--- src/rtl/vga_plot_arbiter.sv ---
// Round-robin arbiter sharing the vga_adapter pixel port among NREQ producers (with burst lock); pixel registered 1 cycle after transfer.
// Backpressure: requesters without a grant stall holding req/data; define PLOT_CLIP_EN to drop off-screen pixels after handshake.
module vga_plot_arbiter #(
  parameter int NREQ     = 2,
  parameter int X_W      = 8,
  parameter int Y_W      = 7,
  parameter int C_W      = 3,
  parameter int X_MAX    = 159,
  parameter int Y_MAX    = 119,
  parameter int LOCK_MAX = 0
) (
  input  logic                CLOCK_50,
  input  logic                reset,
  input  logic [NREQ-1:0]     req,
  input  logic [NREQ-1:0]     lock,
  input  logic [NREQ*X_W-1:0] px,
  input  logic [NREQ*Y_W-1:0] py,
  input  logic [NREQ*C_W-1:0] pcol,
  output logic [NREQ-1:0]     gnt,
  output logic [2:0]          owner,
  output logic                locked,
  output logic [X_W-1:0]      x,
  output logic [Y_W-1:0]      y,
  output logic [C_W-1:0]      colour,
  output logic                plot
);

  localparam int TW = (LOCK_MAX > 2) ? $clog2(LOCK_MAX) : 1;

  if (NREQ < 2 || NREQ > 8 || X_MAX >= (1 << X_W) || Y_MAX >= (1 << Y_W)) begin : g_param_check
    $error("vga_plot_arbiter: parameter out of range");
  end

  typedef enum logic {ST_ARB, ST_LOCKED} state_t;

  state_t          state_q, state_d;
  logic [2:0]      last, last_d;
  logic [2:0]      owner_q, owner_d;
  logic [TW-1:0]   timer, timer_d;
  logic [2:0]      win, cur;
  logic            found, grant_any, xfer, emit, sel_lock;
  logic [X_W-1:0]  sel_x;
  logic [Y_W-1:0]  sel_y;
  logic [C_W-1:0]  sel_c;

  // Smallest rotation distance from last wins; descending k lets the nearest match overwrite.
  always_comb begin
    win   = '0;
    found = 1'b0;
    for (int k = NREQ; k >= 1; k--) begin
      for (int i = 0; i < NREQ; i++) begin
        if (req[i] && ((int'(last) + k) % NREQ) == i) begin
          win   = 3'(i);
          found = 1'b1;
        end
      end
    end
  end

  assign cur       = (state_q == ST_LOCKED) ? owner_q : win;
  assign grant_any = (state_q == ST_LOCKED) | found;

  always_comb begin
    gnt      = '0;
    sel_x    = '0;
    sel_y    = '0;
    sel_c    = '0;
    sel_lock = 1'b0;
    for (int i = 0; i < NREQ; i++) begin
      if (cur == 3'(i)) begin
        gnt[i]   = grant_any;
        sel_x    = px[i*X_W +: X_W];
        sel_y    = py[i*Y_W +: Y_W];
        sel_c    = pcol[i*C_W +: C_W];
        sel_lock = lock[i];
      end
    end
  end

  assign xfer = |(req & gnt);

`ifdef PLOT_CLIP_EN
  localparam logic [X_W-1:0] X_LIM = X_W'(X_MAX);
  localparam logic [Y_W-1:0] Y_LIM = Y_W'(Y_MAX);
  assign emit = xfer && (sel_x <= X_LIM) && (sel_y <= Y_LIM);
`else
  assign emit = xfer;
`endif

  always_comb begin
    state_d = state_q;
    last_d  = last;
    owner_d = owner_q;
    timer_d = timer;
    case (state_q)
      ST_ARB: begin
        if (xfer) begin
          last_d = cur;
          if (sel_lock) begin
            state_d = ST_LOCKED;
            owner_d = cur;
            timer_d = '0;
          end
        end
      end
      ST_LOCKED: begin
        timer_d = timer + 1'b1;
        if (!sel_lock) begin
          state_d = ST_ARB;
        end else if (LOCK_MAX > 0 && timer == TW'(LOCK_MAX - 1)) begin
          // Forced release: owner goes to the back of the rotation.
          state_d = ST_ARB;
          last_d  = owner_q;
        end
      end
      default: state_d = ST_ARB;
    endcase
  end

  always_ff @(posedge CLOCK_50) begin
    if (reset) begin
      state_q <= ST_ARB;
      last    <= 3'(NREQ - 1);
      owner_q <= '0;
      timer   <= '0;
      x       <= '0;
      y       <= '0;
      colour  <= '0;
      plot    <= 1'b0;
    end else begin
      state_q <= state_d;
      last    <= last_d;
      owner_q <= owner_d;
      timer   <= timer_d;
      plot    <= emit;
      if (emit) begin
        x      <= sel_x;
        y      <= sel_y;
        colour <= sel_c;
      end
    end
  end

  assign owner  = owner_q;
  assign locked = (state_q == ST_LOCKED);

endmodule
--- config.mk ---
export PLATFORM = sky130hd
export DESIGN_NAME = vga_plot_arbiter
export DESIGN_NICKNAME = d
export VERILOG_FILES = /design/src/rtl/vga_plot_arbiter.sv
export SDC_FILE = /design/constraint.sdc
export NUM_CORES = 1
export LEC_CHECK = 0
export CORE_ASPECT_RATIO = 1.75
export CORE_MARGIN = 2
export CORE_UTILIZATION = 33
export DETAILED_ROUTE_END_ITERATION = 8
export GPL_ROUTABILITY_DRIVEN = 1
export HOLD_SLACK_MARGIN = 0.05
export PLACE_DENSITY = 0.83
export SYNTH_ARGS = -nofsm -noshare
export SYNTH_HDL_FRONTEND = slang
export SYNTH_SLANG_ARGS = --single-unit
--- constraint.sdc ---
create_clock -name CLOCK_50 -period 1.3 [get_ports CLOCK_50]
set_input_delay 0.26 -clock CLOCK_50 [delete_from_list [all_inputs] [get_ports CLOCK_50]]
set_output_delay 0.26 -clock CLOCK_50 [all_outputs]
set_load 0.005 [all_outputs]
==> flow_metrics.py, run 1 <==
metrics = {
    "critical_path": {
        "reg2reg_slack_ns": -0.17,
        "worstSetupEndpoint": "y[1]",
        "worstPathMaxFanout": 5,
        "critPathMaxStageDelay_ns": 0.36,
        "cp.depth": 7,
        "critPathMostFrequentCell": "buf_6",
        "reg2reg_from": "owner[0]",
        "r2r_end": "y[1]",
        "cp_top_family": "buffers and inverters",
        "cpMaxStageDelayCell": "dfxtp_4",
        "cp.arrival_ns": 1.62,
        "start_kind": "flip-flop",
        "startpoint": "owner[0]",
        "path_class": "flip-flop to flip-flop",
        "r2r_cells": 7,
        "crit_path_end_kind": "flip-flop",
        "worstPathRequired_ns": 1.45,
        "path_cells": "mux2i_4, o32ai_4, buf_6, nor2_4, buf_6, buf_6, o2bb2ai_1",
        "path_buf_inv": 3,
    },
    "synth": {
        "syn-cell-area_mm2": 0.00113,
        "ys_ff_latch": 24,
        "syn-instance-count": 94,
        "syn_avg_cell_area_um2": 12.0,
        "syn_nets": 136,
        "yosysWarningCount": 0,
        "ys_types": 24,
        "seq_area_frac_synth": 0.426,
    },
    "cts": {
        "clkLatencyLatePin_ns": 0.26,
        "cts_tree": "yes",
        "clk_root_buffer_cell": "clkbuf_8",
        "ctsHoldBuffers": 0,
        "htreeDepth": 1,
        "clk_pin_slew_worst_paths_ns": 0.08,
        "cts_buffers": 3,
        "cts.sinks": 24,
        "clock_path_buffers": 2,
    },
    "timing": {
        "finalHoldViolCount": 0,
        "clock_skew_ns": 0.00790,
        "setup_slack_ns": -0.173,
        "fin_crit_sh": 1.13,
        "fin_tns_setup_ns": -3.29,
        "relSlewSlack": 0.824,
        "period_needed_ns": 1.47,
        "setup_viol": 23,
        "drv_slew": 0,
        "fmax_mhz": 679,
        "worst_pin_slew_ns": 0.264,
        "rsz0062_at_grt": "yes",
    },
    "worst_hold_path": {
        "hold_class": "flip-flop to flip-flop",
    },
    "global_route": {
        "track_usage": 0.207,
        "grt_max_degree": 14,
        "antenna_found_initial": 0,
        "grt_pass1_wl_um": 5690,
        "gr-total-overflow": 0,
        "grt_pass1_vias": 1258,
    },
    "floorplan": {
        "core.rowCount": 28,
        "die_y_um": 81.4,
        "coreArea_mm2": 0.00333,
        "fp.dieW_um": 48.2,
        "io_pins": 67,
        "die_area_mm2": 0.00392,
        "initial_core_util": 0.339,
    },
    "detailed_routing": {
        "drt_pass1_iterations": 4,
        "drt_iter0_drc": 9,
        "via_per_inst": 4.86,
        "remaining_drc_errors": 0,
        "drt-total-wl_um": 3880,
        "ant_nets": 0,
        "wl_per_cell_um": 16.6,
        "vias": 1137,
    },
    "finish": {
        "nFillCells": 236,
        "diodes": 0,
        "final_common_cell": "clkdlybuf4s50_1",
        "fin_nets": 232,
        "layout_common_cells": "clkdlybuf4s50_1, dlygate4sd2_1, mux2i_1",
        "register_area_um2": 503,
        "multi_input_area_um2": 726,
        "area_delta_synth_final_pct": 106,
        "final_layout_size_suffix_gt1_frac": 0.423,
    },
    "run_status": {
        "violations": "setup timing",
        "status": "finished with violations",
    },
    "pwr": {
        "finalPower_uw": 2010,
        "irDropWorstVdd_mv": 0.673,
        "power_density_mw_per_mm2": 864,
        "p_leak_uw": 0.000983,
    },
    "placed_design": {
        "io_buffers": 66,
        "dp_hpwl_um": 2540,
        "dp_slack_ns": -0.716,
        "gp_congestion": 0.681,
    },
    "job": {
        "timing.max_cap.violations": 0,
    },
}
[logic make-up after synthesis]
family                 count (synthesis)  share of synthesized area
AO/OA/AOI/OAI                         26                      0.262
flip-flops                            24                      0.426
multiplexers                          20                      0.177
AND/OR/NAND/NOR                       18                     0.0976
buffers and inverters                  6                     0.0377
[report_power, final]
part | switching [uW] | internal, uW
Sequential | 47.5 | 810
Combinational | 270 | 443
Clock | 218 | 218
Total | 536 | 1470
[sequential cells by signal, summed over array words and instances (netlist names)]
register	cells
locked	1
owner	3
colour	3
plot	1
y	7
last	1
x	8
[through the flow]
stage | util | hold WS, ns | instances | instance area [um2]
after global routing | 0.698 | 0.475 | 234 | 2320
after detailed placement | 0.585 | 0.451 | 215 | 1950
final | 0.698 | 0.459 | 234 | 2320
after global placement | 0.585 | 0.445 | 215 | 1950
after CTS | 0.695 | 0.460 | 235 | 2310
after floorplan | - | 0.329 | 94 | 1160
[worst register-to-register path, stage by stage (launching register included)]
cell and delay, ns:
dfxtp_4 0.36, mux2i_4 0.18, o32ai_4 0.26, buf_6 0.15, nor2_4 0.05, buf_6 0.13, buf_6 0.12, o2bb2ai_1 0.12
[how the worst min path moves through the flow]
stage / start / end / slack [ns] / depth (start not counted)
floorplan: reset / locked / 0.33 / 1
global placement: x[7] / x[7] / 0.44 / 1
detailed placement: colour[0] / colour[0] / 0.45 / 1
CTS: x[1] / x[1] / 0.46 / 1
global route: x[1] / x[1] / 0.48 / 1
finish: y[2] / y[2] / 0.46 / 1
[final cells by class]
| cell class | instances | share of cell area |
|---|---|---|
| Sequential cell | 24 | 0.217 |
| Timing Repair Buffer | 95 | 0.424 |
| Inverter | 2 | 0.00323 |
| Tap cell | 45 | 0.0242 |
| Clock buffer | 4 | 0.0194 |
| Multi-Input combinational cell | 64 | 0.312 |
[Yosys cell counts (all sizes together)]
master   number  area [um2]
a21oi         2        10.0
a221o         1        10.0
and2          4        25.0
and4b         1        10.0
buf           4        35.0
dfxtp        24         480
inv           2        7.51
mux2i        20         200
nand2         4        15.0
nand2b        1        6.26
nand3b        1        20.0
nor2          4        17.5
nor2b         1        6.26
nor3          2        10.0
o21ai         2        13.8
o22ai         1        6.26
o2bb2ai      18         220
o31ai         1        7.51
o32ai         1        27.5
[what timing repair did]
item | CTS | global route
endpoints found under the setup margin | 48 | 23
pin swaps | 6 | 6
setup buffers | 12 | 0
resized for setup | 81 | 7
cloned | 4 | 0
[per-layer routing]
metal,share of wire,vias to the layer above,track usage
li1,-,544,-
met1,0.32,549,0.185
met2,0.63,36,0.420
met3,0.033,8,0.0289
met4,0.018,0,0.0622
met5,0,-,0
Power figures use the tool's default switching activity.
==> inputs of run 2 (changes only) <==
- HOLD_SLACK_MARGIN: 0.05 -> 0.03
==> results of run 2 <==
The final DEF is identical to that of run 1; final timing and power are the same.
